`src/rtl/sy_pkg.sv`:
```
// Shared pipeline definitions: default datapath width, the regfile index type
// and the flop macros that every sequential element in the pipeline uses.
`ifndef SY_DFF_MACROS
`define SY_DFF_MACROS
`define TCQ
// NOTE: flops always use non-blocking assignment so that every register samples pre-edge values.
`define DFF_CR(q, d, clk, rst, rv) always_ff @(posedge clk or posedge rst) if (rst) q <= `TCQ rv; else q <= `TCQ d;
`define DFF_IS_R(q, d, clk, rst, sv) always_ff @(posedge clk or posedge rst) if (rst) q <= `TCQ sv; else q <= `TCQ d;
`endif

package sy_pkg;
    localparam int DWTH = 32;
    typedef logic [4:0] rf_idx_t;
endpackage

```
`src/rtl/sy_ppl_scoreboard.sv`:
```
// Busy-bit scoreboard: marks issued destinations, clears them on write-back or
// flush, and publishes a registered count of outstanding destinations.
module sy_ppl_scoreboard
    import sy_pkg::*;
#(
    parameter int NR_REG   = 32,
    parameter int ZERO_REG = 1,
    localparam int IDX_W   = $clog2(NR_REG)
) (
    input  logic              clk_i,
    input  logic              rst_i,
    input  logic              iss_en_i,
    input  logic [IDX_W-1:0]  iss_idx_i,
    input  logic              flush_i,
    input  logic [NR_REG-1:0] wr_hit_i,
    output logic [NR_REG-1:0] busy_o,
    output logic [IDX_W:0]    busy_cnt_o
);

    logic [NR_REG-1:0] busy_q, busy_d;
    logic [IDX_W:0]    cnt_q, cnt_d;

    // NOTE: every variable driven here gets a default first so no latch is inferred.
    always_comb begin
        busy_d = busy_q & ~wr_hit_i;
        if (flush_i) begin
            busy_d = '0;
        end else if (iss_en_i && !(ZERO_REG != 0 && iss_idx_i == '0)) begin
            // A new producer outlives a same-cycle write-back of the old one.
            busy_d[iss_idx_i] = 1'b1;
        end
        cnt_d = '0;
        for (int i = 0; i < NR_REG; i++) begin
            cnt_d = cnt_d + {{IDX_W{1'b0}}, busy_d[i]};
        end
    end

    `DFF_CR(busy_q, busy_d, clk_i, rst_i, '0)
    `DFF_CR(cnt_q, cnt_d, clk_i, rst_i, '0)

    assign busy_o     = busy_q;
    assign busy_cnt_o = cnt_q;

endmodule

```
`src/rtl/sy_ppl_regfile_sb.sv`:
```
// Pipeline register file with prioritised multi-port write-back, same-cycle
// read bypass and an attached busy scoreboard for hazard detection.
module sy_ppl_regfile_sb
    import sy_pkg::*;
#(
    parameter int NR_RD    = 2,
    parameter int NR_WR    = 2,
    parameter int NR_REG   = 32,
    parameter int DATA_W   = DWTH,
    parameter int ZERO_REG = 1,
    localparam int IDX_W   = $clog2(NR_REG)
) (
    input  logic                        clk_i,
    input  logic                        rst_i,
    input  logic [NR_RD-1:0][IDX_W-1:0] rd_idx_i,
    output logic [NR_RD-1:0][DATA_W-1:0] rd_data_o,
    output logic [NR_RD-1:0]            rd_busy_o,
    input  logic                        iss_en_i,
    input  logic [IDX_W-1:0]            iss_idx_i,
    input  logic [NR_WR-1:0]            wb_en_i,
    input  logic [NR_WR-1:0][IDX_W-1:0] wb_idx_i,
    input  logic [NR_WR-1:0][DATA_W-1:0] wb_data_i,
    input  logic                        flush_i,
    output logic [IDX_W:0]              busy_cnt_o
);

    logic [NR_REG-1:0][DATA_W-1:0] regs_q, regs_d;
    logic [NR_WR-1:0]              wb_ok;
    logic [NR_REG-1:0]             wr_hit;
    logic [NR_REG-1:0]             busy;

    always_comb begin
        regs_d = regs_q;
        wr_hit = '0;
        for (int k = 0; k < NR_WR; k++) begin
            wb_ok[k] = wb_en_i[k] && !(ZERO_REG != 0 && wb_idx_i[k] == '0);
        end
        // Walk from the lowest priority upward so port 0 lands last and wins.
        for (int k = NR_WR - 1; k >= 0; k--) begin
            if (wb_ok[k]) begin
                regs_d[wb_idx_i[k]] = wb_data_i[k];
                wr_hit[wb_idx_i[k]] = 1'b1;
            end
        end
    end

    // NOTE: the data array is reset too, so a never-written register reads as zero.
    `DFF_CR(regs_q, regs_d, clk_i, rst_i, '0)

    always_comb begin
        for (int j = 0; j < NR_RD; j++) begin
            rd_data_o[j] = regs_q[rd_idx_i[j]];
            if (ZERO_REG != 0 && rd_idx_i[j] == '0) begin
                rd_data_o[j] = '0;
            end
            for (int k = NR_WR - 1; k >= 0; k--) begin
                if (wb_ok[k] && wb_idx_i[k] == rd_idx_i[j]) begin
                    rd_data_o[j] = wb_data_i[k];
                end
            end
            rd_busy_o[j] = busy[rd_idx_i[j]] && !wr_hit[rd_idx_i[j]];
        end
    end

    sy_ppl_scoreboard #(
        .NR_REG   (NR_REG),
        .ZERO_REG (ZERO_REG)
    ) u_scoreboard (
        .clk_i      (clk_i),
        .rst_i      (rst_i),
        .iss_en_i   (iss_en_i),
        .iss_idx_i  (iss_idx_i),
        .flush_i    (flush_i),
        .wr_hit_i   (wr_hit),
        .busy_o     (busy),
        .busy_cnt_o (busy_cnt_o)
    );

endmodule

```
`config.mk`:
```
export PLATFORM = sky130hd
export DESIGN_NAME = sy_ppl_regfile_sb
export DESIGN_NICKNAME = d
export VERILOG_FILES = /design/src/rtl/sy_pkg.sv /design/src/rtl/sy_ppl_scoreboard.sv /design/src/rtl/sy_ppl_regfile_sb.sv
export SDC_FILE = /design/constraint.sdc
export NUM_CORES = 2
export LEC_CHECK = 0
export CAP_MARGIN = 0
export CORE_UTILIZATION = 57
export CTS_CLUSTER_DIAMETER = 80
export DETAILED_ROUTE_END_ITERATION = 7
export PLACE_DENSITY_LB_ADDON = 0.1
export RECOVER_POWER = 100
export SLEW_MARGIN = 25
export SYNTH_ARGS = -nofsm -noshare
export SYNTH_HDL_FRONTEND = slang
export SYNTH_SLANG_ARGS = --single-unit
```
`constraint.sdc`:
```
create_clock -name clk_i -period 36.8 [get_ports clk_i]
set_clock_uncertainty 0.15 [all_clocks]
set_input_delay 7.36 -clock clk_i [delete_from_list [all_inputs] [get_ports clk_i]]
set_output_delay 7.36 -clock clk_i [all_outputs]
set_load 0.02 [all_outputs]
```
* After elaboration in Yosys (flattened, before gate mapping)
Index checks and enable logic that the tools add are counted.
** Word-level totals
- Register bits :: 1062
** Cells by class
- Equal/unequal tests :: 4
- Add/sub/neg operators :: 31
- Magnitude comparators :: 8
- Reduce and logical (&&, ||, !) cells :: 22
- Bitwise logic cells :: 4
- Mux-type cells :: 36
** Operators by type and width (number)
- $bwmux 1024 :: 2
- $mux 1024 :: 2
- $mux 32 :: 14
- $bmux 32 s5 :: 2
- $demux 32 s5 :: 2
- $add 6x1->6 :: 30
- $or 32x32->32 :: 2
- $and 32x32->32 :: 1
- $not 32->32 :: 1
- $lt 5x6->1 const B :: 5
- $logic_not 5->1 :: 5
- $bmux 1 s5 :: 4
- $eq 5x5->1 :: 4
- $demux 1 s5 :: 3
- $ge 5x1->1 const B :: 3
- $logic_and 1x1->1 :: 12
- $mux 1 :: 7
- $logic_not 1->1 :: 5
- $add 1x1->2 :: 1

* Longest topological paths before layout
- Word-level depth :: 43
- Gate-level depth with buffers :: 24
- Gate-level depth less buffers :: 21

* Modules after synthesis
From an unflattened synthesis, not the netlist that was laid out.
** Unflattened totals
- Cells, all modules :: 6233
- Area, all modules :: 68458.2 um2
** By module, submodules not included
- sy_ppl_regfile_sb :: cells an instance 5977, instances 1, sequential area each 25624.6 um2, area each 65815.6 um2
- sy_ppl_scoreboard :: cells an instance 256, instances 1, sequential area each 950.9 um2, area each 2642.5 um2

* Least setup slack after synthesis
Ideal clock, no wire load.
- Kind :: input-to-output
- Start :: input rd_idx_i[6] (netlist bit)
- End :: output rd_data_o[44] (netlist bit)
- Data required time :: 29.290 ns
- Arrival time :: 9.191 ns
- Path buffers :: 3
- Stages :: 7
- Slack :: 20.099 ns
- Cells stage by stage :: buf_2 > clkbuf_1 > clkbuf_1 > mux4_2 > mux4_2 > mux2i_1 > o21ai_1
** RTL lines
- start, declared :: line sy_ppl_regfile_sb.sv:15 : input logic [NR_RD-1:0][IDX_W-1:0] rd_idx_i,
- end, declared :: line sy_ppl_regfile_sb.sv:16 : output logic [NR_RD-1:0][DATA_W-1:0] rd_data_o,

==> metrics.md <==
| Metric | Value |
|---|---|
| Distinct cells, synth | 64 |
| Area after DPL | 69880 um^2 |
| Most numerous cell in the Yosys netlist | dfrtp_1 |
| Gpl congestion | 0.9306 |
| Int Pwr | 2.778 mW |
| Yosys warnings | 0 |
| Worst skew pair latency | 0.72 ns |
| Data required time at the worst endpoint | 29.29 ns |
| Synth top cells by count | dfrtp_1 (1062), mux2i_1 (845), nor2_1 (674) |
| Largest net degree at the start of global routing | 157 |
| Most used DFF post-synth | dfrtp_1 |
| # port buffers | 166 |
| DR WL/cell | 35.97 um |
| Total Die Area | 120900 um^2 |
| Hold path depth | 0 |
| Detailed-route wire length | 267.8 mm |
| Final setup margin | 9.153 ns |
| Worst-Margin Slew | 9.107 ns |
| Synth area leaders | dfrtp_1 (39%), mux4_2 (20%), mux2i_1 (12%) |
| CTS tree | done |
| Crit path capture type | primary output |
| Core ar. | 118200 um^2 |
| Max_slew headroom | -507.1% |
| Sum Neg Setup Slack | 0 ns |
| CP Launch Type | input port |
| Dpl ws | 16.98 ns |
| Top delay family on crit path | buffers and inverters |
| Min Tclk post-route | 27.65 ns |
| Hold buffer count at CTS | 0 |
| Worst vdd ir | 44.79 uV |
| Filler cells | 9456 |
| Async S/R FF share, synth | 100.0% |
| Synth area leader | dfrtp_1 |
| Final ANT Viol Nets | 0 |
| PD cells | 54.59 nW/um^2 |
| Top Ports | 167 |
| Worst R2R Setup Slack | 31.45 ns |
| Worst path bufs/invs | 5 |
| Hold path startpoint | regs_q[10] |
| #FFs+latches synth | 1062 |
| CTS buffer count | 120 |
| Total GRT Usage | 44.17% |
| CP arrival | 20.14 ns |
| Syn avg cell area | 11.04 um^2 |
| Tcrit/Tclk final | 75.13% |
| Final Net Count | 5947 |
| # resized after CTS | 0 |
| Final setup violation count | 0 |
| Vias in the first global route | 52.48k |
| Fin Hold WS | 0.2478 ns |
| Count of final max-slew check failures | 2617 |
| Post-CTS setup buffer count | 0 |
| Net Count, Synth | 6296 |
| Synth top area share | 39.02% |
| RSZ-0062 raised after global routing | no |
| Die width | 347.7 um |
| Leakage component of the power | 31.76 nW |
| Die height | 347.7 um |
| Root buffer cell | clkbuf_16 |
| Max H-tree Level | 3 |
| P&R area growth vs syn | 8.020% |
| WS Path Type | in2out |
| Sw Ratio | 30.84% |
| Failing checks | max-capacitance violations, max-slew violations |
| Drt initial violations | 8457 |
| Cells along the critical path | clkbuf_1 > clkbuf_1 > xor2_1 > nor4_4 > clkbuf_1 > nor2_4 > buf_4 > a22oi_1 > o21ai_1 > dlygate4sd3_1 |
| Most frequent cell on the critical path | clkbuf_1 |
| GR Overflow Total | 0 |
| Clock share of power | 31.0% |
| Diode count | 0 |
| Fin area | 73580 um^2 |
| Synthesized area | 68110 um^2 |
| Worst Hold End | regs_q[10] |
| # rows | 126 |
| Status | finished with violations |
| Vias post-DR | 55.08k |
| R2r startpoint | u_scoreboard.busy_o[1] |
| Sw Pwr | 1.239 mW |
| Layout cells sized above 1 | 16.93% |
| Post-synth EDFFs | 0 |
| Clk pin slew, worst setup/hold paths | 0.06 ns |
| DR pass1 iterations | 8 |
| Crit path max fanout | 67 |
| Slowest CP cell | clkbuf_1 |
| CP peak stage delay | 4.35 ns |
| R2R cell count | 16 |
| First-pass GRT wire length | 382.3 mm |
| Hold WC Path Type | reg2reg |
| Post-route DRC | 0 |
| Starting density of the core | 57.61% |
| Reg power frac | 42.4% |
| Final hold vios | 0 |
| Synth Instances | 6169 |
| Post-layout util | 62.23% |
| DP HPWL | 141.8 mm |
| Clk sink count | 1062 |
| Initial antenna violation count | 6 |
| Fmax | 0.03617 GHz |
| Critical Path Start | rd_idx_i[5] |
| Seq/Total Area, Yosys | 39.02% |
| Logic pwr share | 26.6% |
| Max-Cap Viols | 72 |
| Reg2reg end | u_scoreboard.busy_cnt_o[4] |
| Via/cell ratio | 7.396 |
| CTS max path bufs | 3 |
## power by group through the flow
stage,registers [mW],clock network (mW),logic [mW]
6_report,1.70,1.24,1.07
5_1_grt,1.73,1.29,1.14
4_1_cts,1.69,1.25,1.06
3_5_place_dp,1.70,0,1.06
3_3_place_gp,1.69,0,1.03
2_1_floorplan,1.63,0,0.818
## worst max-delay path by stage
stage | depth (start not counted) | to | slack (ns)
2_1_floorplan | 1 | regs_q[0] | 14.64
3_3_place_gp | 11 | rd_data_o[53] | 16.90
3_5_place_dp | 11 | rd_data_o[53] | 16.98
4_1_cts | 11 | rd_data_o[53] | 16.98
5_1_grt | 10 | rd_data_o[53] | 8.45
6_report | 10 | rd_data_o[53] | 9.15
## cell usage in the layout (no fill, tap or decap), types with 12 or more instances in the layout
master and instances:
fa_1 24, clkbuf_16 123, mux2i_1 845, nand2_4 24, o21ai_0 381, a32oi_1 160, buf_4 126, a22oi_1 147
dfrtp_1 1062, clkdlybuf4s50_1 99, a21oi_1 647, clkbuf_1 91, o21ai_1 45, a21o_1 21, clkinv_2 21, clkbuf_8 20
xor2_1 12, dlygate4sd3_1 53, nor2_1 667, nand3_1 28, mux4_1 44, inv_1 55, nor2b_1 13, nand2_1 380
mux4_2 610
## worst reg2reg max path, cell delays in order, from the launching register on
cell and delay, ns:
dfrtp_1 0.40, a22oi_1 0.16, nor2_1 0.10, ha_1 0.38, inv_1 0.05, fa_1 0.44
fa_1 0.52, fa_1 0.43, fa_1 0.52, fa_1 0.43, fa_1 0.51, fa_1 0.16
inv_1 0.07, fa_1 0.46, a21o_1 0.18, a21oi_1 0.17, xnor2_1 0.13
## per-stage QoR
step / cells / power, mW
after floorplan: 6169 / 2.446
after global placement: 7224 / 2.719
after detailed placement: 7226 / 2.765
after CTS: 7439 / 3.994
after global routing: 7447 / 4.159
final: 7447 / 4.016
## state kept, by name (all words and copies together), names as in the netlist
name,count
regs_q,1024
u_scoreboard.busy_cnt_o,6
u_scoreboard.busy_o,32
## kinds of logic after synthesis
| kind of cell | count (synthesis) | synth area share (%) |
|---|---|---|
| simple gates | 1216 | 7.331 |
| buf+inv | 885 | 5.847 |
| mux | 1501 | 34.32 |
| xor+xnor | 23 | 0.2957 |
| flops | 1062 | 39.02 |
| compound gates | 1450 | 12.34 |
| fa+ha+maj | 32 | 0.8524 |
## layout make-up
| type | count | area, um^2 | share of cell area [%] |
|---|---|---|---|
| multi-input combinational | 4222 | 37890 | 51.49 |
| sequential | 1062 | 26580 | 36.12 |
| clock buffer | 172 | 3462 | 4.705 |
| timing repair buffer | 358 | 2997 | 4.073 |
| tap | 1536 | 1922 | 2.612 |
| clock inverter | 41 | 523.0 | 0.7108 |
| inverter | 56 | 211.5 | 0.2874 |
## layer usage
metal  GRT usage, %  up-vias  wire (um)
met4          28.98       11      21010
li1               -    22230          -
met2          64.96     4390     117100
met1          56.25    27400      93900
met3          14.22     1045      35730
met5         0.6403        -        148
No activity file was read; power rests on OpenSTA's default activity.
